==> src/rtl/subtractor_n_serial.sv <==
// ---------------------------------------------------------------------------
// subtractor_n_serial
//
// Digit-serial N-bit subtractor: computes (a - b - b_in) mod 2^N one K-bit
// digit per clock, least-significant digit first. A single borrow flop links
// consecutive digits. Operands arrive over a start valid/ready handshake.
// The result is presented over a done valid/ready handshake.
//
// Ports
//   clk          clock, all state updates on the rising edge
//   rst_n        asynchronous active-low reset
//   start_valid  operand request valid
//   start_ready  block can accept operands (IDLE only)
//   a, b         minuend / subtrahend, sampled on the start handshake
//   b_in         borrow-in, sampled on the start handshake
//   done_valid   result valid (DONE only)
//   done_ready   consumer accepts the result
//   diff         registered difference
//   b_out        borrow out of the MSB (a < b + b_in, unsigned)
//   overflow     signed overflow of the subtraction
//   zero         diff == 0
// ---------------------------------------------------------------------------
module subtractor_n_serial #(
   parameter int N = 32,
   parameter int K = 8
) (
   input  logic         clk,
   input  logic         rst_n,
   input  logic         start_valid,
   output logic         start_ready,
   input  logic [N-1:0] a,
   input  logic [N-1:0] b,
   input  logic         b_in,
   output logic         done_valid,
   input  logic         done_ready,
   output logic [N-1:0] diff,
   output logic         b_out,
   output logic         overflow,
   output logic         zero
);

   localparam int D  = N / K;
   localparam int CW = (D > 1) ? $clog2(D) : 1;

   typedef enum logic [1:0] {
      IDLE = 2'd0,
      BUSY = 2'd1,
      DONE = 2'd2
   } state_t;

   state_t          state;
   state_t          state_next;

   logic [CW-1:0]   cnt;
   logic            borrow;
   logic [N-1:0]    a_sh;
   logic [N-1:0]    b_sh;
   logic [N-1:0]    res_sh;
   // Operand sign bits are kept aside: the shift registers lose them
   // before the overflow flag is formed on the last digit.
   logic            a_msb;
   logic            b_msb;

   logic [K:0]      sub;
   logic [N-1:0]    res_next;
   logic            last;

   // One digit of subtraction; bit K is the borrow out of this digit.
   assign sub  = {1'b0, a_sh[K-1:0]} - {1'b0, b_sh[K-1:0]} - {{K{1'b0}}, borrow};
   assign last = (cnt == CW'(D - 1));

   // New digit enters from the top, so after D digits the result is aligned.
   generate
      if (K == N) begin : g_single_digit
         assign res_next = sub[K-1:0];
      end else begin : g_multi_digit
         assign res_next = {sub[K-1:0], res_sh[N-1:K]};
      end
   endgenerate

   // -------------------------------------------------------------- state reg
   always_ff @(posedge clk or negedge rst_n) begin
      if (!rst_n) begin
         state <= IDLE;
      end else begin
         state <= state_next;
      end
   end

   // ------------------------------------------------------------- next state
   always_comb begin
      state_next = state;
      case (state)
         IDLE: if (start_valid) state_next = BUSY;
         BUSY: if (last)        state_next = DONE;
         DONE: if (done_ready)  state_next = IDLE;
         default:               state_next = IDLE;
      endcase
   end

   // ----------------------------------------------------------------- outputs
   // Handshake outputs depend on the state register only.
   always_comb begin
      start_ready = (state == IDLE);
      done_valid  = (state == DONE);
   end

   // --------------------------------------------------------------- datapath
   always_ff @(posedge clk or negedge rst_n) begin
      if (!rst_n) begin
         cnt      <= '0;
         borrow   <= 1'b0;
         a_sh     <= '0;
         b_sh     <= '0;
         res_sh   <= '0;
         a_msb    <= 1'b0;
         b_msb    <= 1'b0;
         diff     <= '0;
         b_out    <= 1'b0;
         overflow <= 1'b0;
         zero     <= 1'b0;
      end else begin
         case (state)
            IDLE: begin
               if (start_valid) begin
                  a_sh   <= a;
                  b_sh   <= b;
                  borrow <= b_in;
                  a_msb  <= a[N-1];
                  b_msb  <= b[N-1];
                  cnt    <= '0;
               end
            end
            BUSY: begin
               res_sh <= res_next;
               a_sh   <= a_sh >> K;
               b_sh   <= b_sh >> K;
               borrow <= sub[K];
               cnt    <= cnt + CW'(1);
               if (last) begin
                  diff     <= res_next;
                  b_out    <= sub[K];
                  overflow <= (a_msb ^ b_msb) & (a_msb ^ res_next[N-1]);
                  zero     <= (res_next == '0);
               end
            end
            default: begin
               // DONE: results held; nothing to compute.
            end
         endcase
      end
   end

endmodule

==> config.mk <==
export PLATFORM = sky130hd
export DESIGN_NAME = subtractor_n_serial
export DESIGN_NICKNAME = d
export VERILOG_FILES = /design/src/rtl/subtractor_n_serial.sv
export SDC_FILE = /design/constraint.sdc
export NUM_CORES = 1
export LEC_CHECK = 0
export ABC_AREA = 1
export CELL_PAD_IN_SITES_DETAIL_PLACEMENT = 1
export CELL_PAD_IN_SITES_GLOBAL_PLACEMENT = 1
export CORE_MARGIN = 2
export CORE_UTILIZATION = 40
export CTS_CLUSTER_SIZE = 24
export DETAILED_ROUTE_END_ITERATION = 10
export PLACE_DENSITY_LB_ADDON = 0.1
export SKIP_CTS_REPAIR_TIMING = 1
export SLEW_MARGIN = 20
export SYNTH_ARGS = -nofsm -noshare
export SYNTH_HDL_FRONTEND = slang
export SYNTH_SLANG_ARGS = --single-unit
==> constraint.sdc <==
create_clock -name clk -period 2.4 [get_ports clk]
set_input_delay 0.36 -clock clk [delete_from_list [all_inputs] [get_ports clk]]
set_output_delay 0.36 -clock clk [all_outputs]
set_load 0.005 [all_outputs]
==> summary.txt <==
STA
  – Tcrit/Tclk final: 91.0%
  – RSZ-0062 raised after global routing: no
  – Fmax achieved: 0.458 GHz
  – Final hold viol count: 0
  – Slew Limit Headroom: 62.9%
  – Min Tclk post-route: 2.18 ns
  – Worst clock skew: 0.0128 ns
  – Slew @ Worst Pin: 0.557 ns
  – Final setup viols: 0
  – Max-slew violations: 0
  – Setup_tns: 0 ns

Pwr
  – P_leak: 3.65 nW
  – Clock power frac: 20.5%
  – Sw Share: 41.9%
  – Sequential share of power: 30.5%
  – Power Density: 1580 mW/mm^2
  – P_sw: 0.00515 W
  – Logic pwr share: 49.0%
  – Peak VDD IR: 0.664 mV
  – Internal: 0.00713 W

Clock network
  – CTS Root Cell: clkbuf_16
  – Clock latency reported for the late side of the worst-skew pair: 0.42 ns
  – Clock Sink Count: 130
  – Clock buffer count from CTS: 17
  – CTS tree: yes
  – Max Root-Sink Buffers: 2
  – Reg clk slew, reported paths: 0.06 ns
  – H-tree levels: 4

Synthesis
  – Simple-gate area share of the yosys netlist: 16.9%
  – Sequential area share after synthesis: 54.5%
  – Compound-cell area share of the yosys netlist: 14.2%
  – Syn nets: 743
  – Synth Area in XOR/XNOR: 0.294%
  – Syn Area/Cell: 9.08 um^2
  – Main synth FF type: dfrtp_1
  – Async S/R FF share, synth: 100%
  – Warnings, synthesis: 0
  – Adder-Cell Fraction of Synth Area: 3.82%
  – Syn Inst Count: 657
  – Synth cell types: 29
  – Post-synth EDFFs: 0
  – Main combinational cell family by area after synthesis: simple AND/OR/NAND/NOR gates
  – Post-synthesis mux area share: 0%
  – Synth top area share: 54.5%
  – Dominant cells by area after synthesis: dfrtp_1, nand2_1, inv_1, a221oi_1, nor3_1
  – Mapped cell area: 0.00596 mm^2
  – Synth Register Bits: 130
  – Cell taking the most area after synthesis: dfrtp_1

Floorplan
  – Die W: 126 um
  – Row cnt: 44
  – Initial cell density of the core: 41.0%
  – # IOs: 106
  – Die Ht: 126 um
  – Die area: 0.0159 mm^2
  – Core box area: 0.0145 mm^2

Routing
  – Routed WL: 16.2 mm
  – Drc violations: 0
  – Pre-Repair DR Iteration Count: 4
  – Post-route ant nets: 0
  – Post-DR vias/cell: 5.12
  – Vias: 4885
  – DRT iter0 DRCs: 258
  – Wire length per cell: 16.9 um

Placement
  – IO Port Bufs: 105
  – RePlAce Congestion: 0.815
  – Post-detail-place hpwl: 11.5 mm

Critical path
  – Crit path DAT: 2.54 ns
  – WP data required: 2.76 ns
  – Critical path buffers and inverters: 2
  – Crit Reg-Reg Endpoint: zero$_DFFE_PN0P_
  – Top cell by count, worst path: nand2_1
  – Family with the most delay on the worst path: simple AND/OR/NAND/NOR gates
  – Flop2flop setup slack: 0.22 ns
  – CP Cell Sequence: inv_1, fa_1, inv_1, fa_1, nand2_1, nand2_1, nand2_1, xnor2_1, nand3_1, nor2_1, nand2_1, nand2_1
  – Max incr delay on CP: 0.47 ns
  – Crit. path cell count: 12
  – Reg-to-reg startpoint: borrow$_DFFE_PN0P_
  – CP max FO: 3
  – Endpoint type of the worst setup path: flop
  – R2R depth: 12
  – Crit Path Class: reg2reg
  – CP max stage cell: fa_1
  – CP Launch Type: flop

Hold path
  – Hold Startpoint: diff[26]$_DFFE_PN0P_
  – Worst hold path depth: 2
  – Hold crit path type: reg2reg
  – Hold Path Sink: diff[26]$_DFFE_PN0P_

Flow run
  – Max-cap violations: 0

Final layout
  – # diodes: 0
  – Post-layout utilization of the core: 53.4%
  – Layout area overhead: 30.2%
  – Fin nets: 845
  – Layout cells sized above 1: 6.88%

Global routing
  – Largest net degree at the start of global routing: 55
  – Total GRT Usage: 21.3%
  – Vias in the first global route: 5243
  – Initial antenna violation count: 0
  – First-pass GRT wire length: 26.5 mm
  – GR Overflow Total: 0

Outcome
  – Status: completed
-- power by group through the flow --
stage / Clock [W] / Sequential (W) / Combinational [W]
2_1_floorplan: 0 / 0.00366 / 0.00415
3_3_place_gp: 0 / 0.00372 / 0.00587
3_5_place_dp: 0 / 0.00378 / 0.00606
4_1_cts: 0.00256 / 0.00376 / 0.00612
5_1_grt: 0.00267 / 0.00386 / 0.00684
6_report: 0.00252 / 0.00374 / 0.00602
-- metal layers --
layer	GRT usage [%]	wire length (um)	up-vias	part of all wire (%)
met5	0	0	-	0
met3	4.42	607	18	3.8
met4	6.66	218	0	1.3
met1	26.1	6960	2427	43
met2	37.7	8370	96	52
li1	-	-	2344	-
-- worst register-to-register path, cell delays in order (launching register included) --
cell and delay (ns):
dfrtp_1 0.34, inv_1 0.06, fa_1 0.47, inv_1 0.09, fa_1 0.18, nand2_1 0.09
nand2_1 0.10, nand2_1 0.11, xnor2_1 0.32, nand3_1 0.14, nor2_1 0.10, nand2_1 0.06
nand2_1 0.05
-- kinds of logic after synthesis --
| kind of cell | Yosys count |
|---|---|
| AOI/OAI and AO/OA | 129 |
| buffers and inverters | 141 |
| adders and majority gates | 17 |
| DFF | 130 |
| and+or+nand+nor | 238 |
| xor gates and xnor gates | 2 |
-- placed cells by master, fill, tap and decap left out, drive strengths merged --
cell,Yosys,layout
o21bai,3,3
fa,2,2
o21ai,64,64
dlygate4sd3,0,1
ha,15,15
inv,107,108
a21oi,11,11
xnor2,2,2
nor3,48,48
o21a,8,8
nand2,151,151
o31ai,1,1
a221oi,41,41
clkinvlp,0,2
clkinv,0,7
clkdlybuf4s50,0,104
dfrtp,130,130
nor2,29,29
clkbuf,12,18
buf,22,12
nand3,10,10
a22o,1,1
bufinv,0,2
-- registers in the layout (all words and copies together) (netlist names) --
register,count
a_sh,32
b_sh,32
diff,32
res_sh,24
cnt,2
state,2
a_msb,1
b_msb,1
b_out,1
borrow,1
overflow,1
zero,1
-- worst max path at each step --
stage | start | endpoint
global route | borrow$_DFFE_PN0P_ | zero$_DFFE_PN0P_
floorplan | borrow$_DFFE_PN0P_ | zero$_DFFE_PN0P_
detailed placement | borrow$_DFFE_PN0P_ | zero$_DFFE_PN0P_
CTS | borrow$_DFFE_PN0P_ | zero$_DFFE_PN0P_
finish | borrow$_DFFE_PN0P_ | zero$_DFFE_PN0P_
global placement | borrow$_DFFE_PN0P_ | zero$_DFFE_PN0P_
-- Yosys cell counts (8+ instances only) --
library cell and n:
o21ai_0 48, buf_2 8, ha_1 15, o21ai_1 16
nor2_1 26, clkbuf_1 12, dfrtp_1 130, inv_1 103
a221oi_1 39, nand3_1 10, o21a_1 8, a21oi_1 11
nand2_1 149, nor3_1 48
-- layout make-up --
type,count,area [um^2]
Clock buffer,18,439
Clock inverter,12,134
Fill cell,1670,6770
Inverter,107,405
Multi-Input combinational cell,386,2100
Sequential cell,130,3250
Tap cell,184,230
Timing Repair Buffer,117,1200
-- per-stage QoR --
step                power, W  hold slack [ns]  instances  cell area [um^2]  setup slack (ns)
finish                0.0123            0.469        954              7760             0.216
global route          0.0134            0.498        954              7760            0.0554
CTS                   0.0124          -0.0592        953              7750             0.199
detailed placement   0.00985            0.387        923              7180             0.219
global placement     0.00959            0.378        923              7180             0.217
floorplan            0.00781           0.0644        657              5960             0.597
(Power assumes the default switching activity.)
